File: config.mk
export PLATFORM = sky130hd
export DESIGN_NAME = kernel_sched
export DESIGN_NICKNAME = d
export VERILOG_FILES = /design/src/rtl/kernel_sched.sv
export SDC_FILE = /design/constraint.sdc
export NUM_CORES = 1
export LEC_CHECK = 0
export BUFFER_PORTS_ARGS = -buffer_cell sky130_fd_sc_hd__buf_2
export CAP_MARGIN = 20
export CORE_AREA = 5 5 303 305
export DETAILED_ROUTE_END_ITERATION = 8
export DIE_AREA = 0 0 308 310
export PLACE_DENSITY = 0.41
export SKIP_CTS_REPAIR_TIMING = 1
export SYNTH_ARGS = -nofsm -noshare
export SYNTH_HDL_FRONTEND = slang
export SYNTH_SLANG_ARGS = --single-unit
File: constraint.sdc
create_clock -name clk -period 8.2 [get_ports clk]
set_input_delay 1.64 -clock clk [delete_from_list [all_inputs] [get_ports clk]]
set_output_delay 1.64 -clock clk [all_outputs]
set_load 0.05 [all_outputs]
File: src/rtl/kernel_sched.sv
// kernel_sched
// Round-robin scheduler that shares one iterative kernel between NREQ requesters.
// A requester is granted in IDLE and its operands are captured. The kernel is
// started with a one-cycle strobe. The scheduler then waits for the kernel's done
// level, or aborts after TMO run cycles. The result goes back to the owner as a
// one-cycle strobe.
//
// Ports
//   clk, rst_n              clock; asynchronous active-low reset (release is synchronised)
//   req_valid / req_ready   per-requester launch request / grant strobe (grant is combinational)
//   req_i / req_acc         packed operands, slice r at [r*DW +: DW]
//   rsp_valid               one-cycle completion strobe on the owner's bit
//   rsp_data / rsp_err      result and timeout flag, valid with rsp_valid
//   k_r_enable              kernel start strobe
//   k_init_i / k_init_acc   kernel operands, held from launch to response
//   k_w_enable / k_result   kernel done level and result
//   busy                    high whenever the scheduler is not idle
module kernel_sched #(
    parameter int NREQ = 4,
    parameter int DW   = 64,
    parameter int TMO  = 16384
) (
    input  logic                 clk,
    input  logic                 rst_n,
    input  logic [NREQ-1:0]      req_valid,
    output logic [NREQ-1:0]      req_ready,
    input  logic [NREQ*DW-1:0]   req_i,
    input  logic [NREQ*DW-1:0]   req_acc,
    output logic [NREQ-1:0]      rsp_valid,
    output logic [DW-1:0]        rsp_data,
    output logic                 rsp_err,
    output logic                 k_r_enable,
    output logic [DW-1:0]        k_init_i,
    output logic [DW-1:0]        k_init_acc,
    input  logic                 k_w_enable,
    input  logic [DW-1:0]        k_result,
    output logic                 busy
);

    localparam int IW = $clog2(NREQ);
    localparam int CW = $clog2(TMO);
    localparam logic [IW-1:0] LAST_IDX = IW'(NREQ - 1);
    localparam logic [CW-1:0] CNT_LAST = CW'(TMO - 1);

    typedef enum logic [1:0] {
        ST_IDLE   = 2'd0,
        ST_LAUNCH = 2'd1,
        ST_RUN    = 2'd2,
        ST_RESP   = 2'd3
    } state_t;

    state_t            state_r;
    logic [1:0]        rst_sync_r;
    logic              rst_core_n_s;
    logic [IW-1:0]     rr_ptr_r;
    logic [IW-1:0]     gnt_idx_r;
    logic [CW-1:0]     cnt_r;
    logic              k_r_enable_r;
    logic [DW-1:0]     k_init_i_r;
    logic [DW-1:0]     k_init_acc_r;
    logic [NREQ-1:0]   rsp_valid_r;
    logic [DW-1:0]     rsp_data_r;
    logic              rsp_err_r;

    logic              gnt_found_s;
    logic [IW-1:0]     gnt_idx_s;
    logic [IW-1:0]     cand_idx_s;
    logic              cand_hit_s;
    int                cand_v;

    // One-hot decode of a requester index
    function automatic logic [NREQ-1:0] onehot_f(input logic [IW-1:0] idx);
        onehot_f = {{(NREQ-1){1'b0}}, 1'b1} << idx;
    endfunction

    // Reset synchroniser: assertion is immediate, release takes two clock edges
    always_ff @(posedge clk or negedge rst_n) begin
        if (!rst_n) begin
            rst_sync_r <= 2'b00;
        end else begin
            rst_sync_r <= {rst_sync_r[0], 1'b1};
        end
    end

    assign rst_core_n_s = rst_sync_r[1];

    // Round-robin pick. The loop scans downwards from rr_ptr+NREQ-1 to rr_ptr,
    // so the nearest requester at or after rr_ptr is written last and wins.
    always_comb begin
        gnt_found_s = 1'b0;
        gnt_idx_s   = '0;
        cand_v      = 0;
        cand_idx_s  = '0;
        cand_hit_s  = 1'b0;
        for (int k = NREQ - 1; k >= 0; k--) begin
            cand_v      = (int'(rr_ptr_r) + k >= NREQ) ? (int'(rr_ptr_r) + k - NREQ)
                                                       : (int'(rr_ptr_r) + k);
            cand_idx_s  = IW'(cand_v);
            cand_hit_s  = req_valid[cand_idx_s];
            gnt_found_s = gnt_found_s | cand_hit_s;
            gnt_idx_s   = cand_hit_s ? cand_idx_s : gnt_idx_s;
        end
    end

    // Scheduler FSM; every kernel/response output is a register
    always_ff @(posedge clk or negedge rst_core_n_s) begin
        if (!rst_core_n_s) begin
            state_r      <= ST_IDLE;
            rr_ptr_r     <= '0;
            gnt_idx_r    <= '0;
            cnt_r        <= '0;
            k_r_enable_r <= 1'b0;
            k_init_i_r   <= '0;
            k_init_acc_r <= '0;
            rsp_valid_r  <= '0;
            rsp_data_r   <= '0;
            rsp_err_r    <= 1'b0;
        end else begin
            case (state_r)
                ST_IDLE: begin
                    if (gnt_found_s) begin
                        gnt_idx_r    <= gnt_idx_s;
                        k_init_i_r   <= req_i[int'(gnt_idx_s)*DW +: DW];
                        k_init_acc_r <= req_acc[int'(gnt_idx_s)*DW +: DW];
                        k_r_enable_r <= 1'b1;
                        state_r      <= ST_LAUNCH;
                    end else begin
                        state_r      <= ST_IDLE;
                    end
                end
                ST_LAUNCH: begin
                    k_r_enable_r <= 1'b0;
                    cnt_r        <= '0;
                    state_r      <= ST_RUN;
                end
                ST_RUN: begin
                    // Completion wins over a timeout in the same cycle.
                    if (k_w_enable == 1'b1) begin
                        rsp_data_r  <= k_result;
                        rsp_err_r   <= 1'b0;
                        rsp_valid_r <= onehot_f(gnt_idx_r);
                        state_r     <= ST_RESP;
                    end else if (cnt_r == CNT_LAST) begin
                        rsp_data_r  <= '0;
                        rsp_err_r   <= 1'b1;
                        rsp_valid_r <= onehot_f(gnt_idx_r);
                        state_r     <= ST_RESP;
                    end else begin
                        cnt_r       <= cnt_r + CW'(1);
                    end
                end
                ST_RESP: begin
                    rsp_valid_r <= '0;
                    rr_ptr_r    <= (gnt_idx_r == LAST_IDX) ? '0 : (gnt_idx_r + IW'(1));
                    state_r     <= ST_IDLE;
                end
                default: begin
                    k_r_enable_r <= 1'b0;
                    rsp_valid_r  <= '0;
                    state_r      <= ST_IDLE;
                end
            endcase
        end
    end

    // Grant must be visible in the same IDLE cycle, so req_ready is decoded, not registered.
    assign req_ready  = (state_r == ST_IDLE && rst_core_n_s && gnt_found_s)
                        ? onehot_f(gnt_idx_s) : '0;
    assign busy       = (state_r != ST_IDLE);
    assign k_r_enable = k_r_enable_r;
    assign k_init_i   = k_init_i_r;
    assign k_init_acc = k_init_acc_r;
    assign rsp_valid  = rsp_valid_r;
    assign rsp_data   = rsp_data_r;
    assign rsp_err    = rsp_err_r;

endmodule

# Word level (Yosys, flattened, before mapping)
# Cells that the tools add are included.
classes:
  n_mux: 34
  n_eq_ne: 9
  n_addsub: 9
  order_cmp: 8
  reduce_logical: 13
  bitwise_logic: 3
  shift: 4
op_table:
  columns: ["op", "n"]
  rows:
  - ["variable part select 256 x 9 -> 64 bit", 2]
  - ["2-to-1 mux 64 bit", 2]
  - ["2-to-1 mux 14 bit", 2]
  - ["case mux 14 bit (2 select lines)", 1]
  - ["2-to-1 mux 2 bit", 11]
  - ["adder 14 x 1 -> 14 bit (second input constant)", 1]
  - ["== test 14 bit (second input constant)", 1]
  - ["less-than comparator 2 x 3 -> 1 bit (second input constant)", 4]
  - ["2-to-1 mux 4 bit", 3]
  - ["nonzero test 2 bit", 5]
  - ["greater-or-equal comparator 3 bit (second input constant)", 3]
  - ["binary-select mux 1 bit (select 2 bit)", 4]
  - ["2-to-1 mux 1 bit", 8]
  - ["case mux 2 bit (4 select lines)", 1]
  - ["case mux 4 bit (2 select lines)", 1]
  - ["AND reduction 2 bit", 4]
  - ["<< shifter 1 x 2 -> 4 bit (first input constant)", 2]
  - ["subtractor 2 x 1 -> 2 bit (second input constant)", 4]
  - ["adder 2 x 2 -> 3 bit (second input constant)", 2]
  - ["== test 2 bit (second input constant)", 3]
  - ["!= test 2 bit (second input constant)", 3]
  - ["adder 2 x 1 -> 3 bit (second input constant)", 1]
  - ["greater-or-equal comparator 2 x 3 -> 1 bit (second input constant)", 1]
  - ["!= test 3 bit (second input constant)", 1]
  - ["other kinds (7)", 10]
totals:
  out_inout_bits: 203
  ff_bits: 220

# Longest topological paths before layout
logic_depth:
  ltp_word: 11
  ltp_mapped: 9
  mapped_depth_nobuf: 7

# Worst setup path before layout
# OpenSTA, ideal clock, no wires.
synth_path:
  path_kind: "register to output"
  from: "register rst_sync_r[1]"
  to: "output port req_ready[0]"
  slack_ns: 0.484
  required_time_ns: 6.560
  arrival_ns: 6.076
  path_stages_with_launch: 2
  path_cell_list: "dfrtp_1 > and3_1"
synth_via:
  elab_chain_cells: 3
synth_rtl:
  columns: ["item", "line_no", "rtl"]
  rows:
  - ["from (decl)", "53", "logic [1:0] rst_sync_r;"]
  - ["from (signal assigned)", "81", "rst_sync_r <= {rst_sync_r[0], 1'b1};"]
  - ["logical AND 1 bit (2 in a row)", "167", "assign req_ready = (state_r == ST_IDLE && rst_core_n_s && gnt_found_s)"]
  - ["2-to-1 mux 4 bit", "168", "? onehot_f(gnt_idx_s) : '0;"]
  - ["to (decl)", "26", "output logic [NREQ-1:0] req_ready,"]
# No other way between the ends.

# Worst setup path after layout
layout_path:
  from: "input port req_valid[2]"
  to: "output port req_ready[3]"
layout_via:
  elab_chain_cells: 8
  word_cells_on_any_way: 18
  classes_between: "1 x shift; 13 x mux; 3 x bitwise; 1 x reduce/logical"
layout_rtl:
  columns: ["item", "line_no", "rtl"]
  rows:
  - ["from (decl)", "25", "input logic [NREQ-1:0] req_valid,"]
  - ["binary-select mux 1 bit (select 2 bit)", "99", "cand_hit_s = req_valid[cand_idx_s];"]
  - ["2-to-1 mux 1 bit (implied by the code)", "99", null]
  - ["2-to-1 mux 2 bit (4 in a row)", "101", "gnt_idx_s = cand_hit_s ? cand_idx_s : gnt_idx_s;"]
  - ["<< shifter 1 x 2 -> 4 bit", "73", "onehot_f = {{(NREQ-1){1'b0}}, 1'b1} << idx;"]
  - ["2-to-1 mux 4 bit *", "168", null]
# Mark *: on every way between the ends. The rest lies on a longest branch, timed or not. The select of a mux whose other input is x is not followed.

==> results.md <==
- CTS buffer count: 29
- Final wirelength: between 60,000 and 70,000 um
- First-pass GRT wire length: 86,200 um
- Total negative setup slack: 0 ns
- Dpl cells: between 3,000 and 4,000
- Post-Synthesis Cell Area: about 13,000 um2
- Clock buffer depth: 3
- DRC violation count after routing: 0
- PortBufs: 785
- Worst Setup SP: req_valid[2]
- Hpwl dp: between 40,000 and 50,000 um
- Register bit total from synthesis: 220
- Compound-cell area share of the yosys netlist: a little under a third
- Chip Height: roughly 310 um
- Min Clock Period, post-route: 5.28 ns
- Top cell type by total area after synthesis: dfrtp_1
- Gate Count Post-Synth: around 1,200
- Clock Sink Count: 220
- GR Overflow Total: 0
- Hold Path Class: flip-flop to asynchronous set/reset pin
- Area of the core: ~90,000 um2
- Crit Path Max Fanout: between 50 and 60
- Power per cell area: between 400 and 500 nW/um2
- Syn nets: 1,794
- Switching Fraction: between 50% and 60%
- Pleak: 8.64 nW
- Pre-Repair DR Iteration Count: 7
- Worst EP arrival: 3.64 ns
- Std-Cell Rows: 110
- Die area: between 90,000 and 100,000 um2
- Async SR Flop Fraction: 100%
- Share of power burned in registers: ~24%
- DRT iter0 DRCs: approximately 910
- Layout cell share with drive strength beyond 1: between 40 and 50%
- Sw Pwr: between 4 and 5 mW
- Nets: 2,510
- Crit end category: output pin
- Top FF cell, synth: dfrtp_1
- Final cell count without fillers: 3,118
- Post-Syn Area per Cell: approximately 10 um2
- Max Slew Vio Count: 0
- Slew headroom: around 32%
- DR WL/cell: just under 20 um
- Reg2reg start: rr_ptr_r[0]
- Mux contribution to synthesized area: about a tenth
- GP Congestion: 0.909
- Post-synthesis adder-cell area fraction: 0.993%
- Vias in the first global route: 13,432
- Final Setup Violations: 0
- RSZ-0062 raised after global routing: no
- Via count: between 10,000 and 15,000
- Die extent in x: 308 um
- Largest family of logic cells by synthesized area: compound AO/OA/AOI/OAI gates
- ANT nets after route: 0
- Layout area overhead: 46.6%
- MaxCap Viol Count: 0
- Yosys top cell area share: ~44%
- Post-synth EDFFs: 0
- Comb pwr share: 60.4%
- Xor-xnor portion of the synthesized cell area: 0.278%
- Status: finished, final reports clean
- Initial Utilization: between 10% and 20%
- Final hold violation count: 0
- Library cells used by synthesis: 53
- H-tree depth: 1
- Worst Clk Skew: about 0.011 ns
- Fill cell count: 9,795
- Clk pwr share: 15.4%
- Seq/Total Area, Yosys: 43.7%
- Worst vdd ir: ~0.21 mV
- Worst-Margin Slew: 1.02 ns
- Worst-Skew Late Latency: 0.59 ns
- Simple-Gate Fraction of Synth Area: between 7 and 8%
- Pint: about 3.7 mW
- Pin count of the biggest net entering global routing: 99
- Worst EP required: 6.56 ns
- CTS tree: done
- Tot GR Track Use: between 10% and 20%
- Drt via density: 4.22
- Clock Pin Slew Worst Setup and Hold Paths: about 0.060 ns
- CP Class: input port to output pin
- FMAX: around 190 MHz
- Final period utilization: 64.4%
- Ranking of synthesized cells by area: dfrtp_1 44%, a221oi_2 11%, mux2i_1 10%, o22ai_1 6.5%, o21ai_0 5.4%
- Io pins: 786
- Root buffer cell: clkbuf_16
- Crit start category: input port
- Ys Warns: 0
- Initial antenna violation count: 16
critical path, cell delays in order:
cell and delay, ns:
buf_2 0.18, nor3_1 0.08, nand2b_1 0.22, and2_4 0.45
buf_4 0.52, nand2_1 0.11, nor2_1 0.13, buf_2 0.27
synth_stat cells, types with 2 or more instances:
cell / number
nor2b_1: 6
and2_1: 2
nand4_1: 3
buf_4: 26
a221oi_1: 35
nand2b_1: 8
ha_1: 10
o21ai_1: 3
buf_1: 2
buf_2: 33
nor2_1: 143
xor2_1: 3
o21ai_0: 136
and3_1: 5
inv_1: 10
nor3_1: 3
mux2i_1: 132
clkbuf_1: 50
a221oi_2: 94
buf_6: 6
a31oi_1: 3
o22ai_1: 131
dfrtp_1: 220
nand2_1: 22
a21oi_1: 6
a22o_1: 66
nand3_1: 17
logic make-up after synthesis:
group           Yosys count
simple gates            218
compound gates          486
xor+xnor                  4
buf+inv                 129
flops                   220
fa+ha+maj                10
mux                     133
other cells               1
final cells by class:
type	instances	area [um2]	area share, %
timing repair buffer	804	4080	22.1
clock inverter	2	25.0	0.135
tap	1176	1470	7.97
antenna	7	17.5	0.0948
sequential	220	5510	29.8
clock buffer	47	873	4.73
multi-input combinational	852	6450	34.9
inverter	10	37.5	0.203
flip-flops by register name, summed over array words and instances (netlist names):
| register | cells |
|---|---|
| k_init_i | 64 |
| k_r_enable | 1 |
| rr_ptr_r | 2 |
| k_init_acc | 64 |
| rsp_err | 1 |
| gnt_idx_r | 2 |
| state_r | 2 |
| rsp_valid | 4 |
| rsp_data | 64 |
| rst_sync_r | 2 |
| cnt_r | 14 |
layout by cell type, fill, tap and decap left out, drive strengths merged, types with 8 or more instances in the layout:
master	count
a22o	66
clkbuf	47
nand3	17
inv	11
o22ai	131
o21ai	139
buf	804
mux2i	132
nor2	143
nand2b	8
ha	10
nand2	23
a221oi	129
dfrtp	220
path summary, 6_finish.rpt:
| check | cells after the start | slack, ns | to |
|---|---|---|---|
| max in group asynchronous | 2 | 6.10 | k_init_i[15] |
| worst max-delay path | 8 | 2.92 | req_ready[3] |
| min in group clk | 0 | 0.35 | rst_sync_r[1] |
| worst max register to register | 6 | 4.98 | k_init_acc[18] |
| worst min register to register | 0 | 0.29 | k_init_acc[53] |
| worst min-delay path | 0 | 0.29 | k_init_acc[53] |
power by group through the flow:
stage	combinational [mW]	clock, mW	sequential, mW
2_1_floorplan	2.03	0	3.44
3_3_place_gp	4.80	0	1.92
3_5_place_dp	4.86	0	1.93
4_1_cts	4.86	1.28	1.92
5_1_grt	5.13	1.31	1.99
6_report	4.79	1.22	1.92
per-stage QoR:
| step | hold slack (ns) | power [mW] | area, um2 | utilization (%) | worst slack (ns) |
|---|---|---|---|---|---|
| floorplan | 0.331 | 5.47 | 12600 | - | 0.484 |
| global placement | 0.314 | 6.72 | 17600 | 19.7 | 2.83 |
| detailed placement | 0.314 | 6.79 | 17600 | 19.7 | 2.86 |
| CTS | 0.316 | 8.06 | 18500 | 20.7 | 2.85 |
| global route | 0.353 | 8.44 | 18500 | 20.7 | 2.75 |
| finish | 0.292 | 7.94 | 18500 | 20.7 | 2.92 |
per-layer routing:
| layer | up-vias | track usage, % | share of wire, % |
|---|---|---|---|
| li1 | 6101 | - | - |
| met1 | 6297 | 14.4 | 39 |
| met2 | 653 | 19.8 | 49 |
| met3 | 99 | 3.08 | 9.1 |
| met4 | 12 | 4.19 | 3.4 |
| met5 | - | 0 | 0.13 |
(Power assumes the default switching activity.)
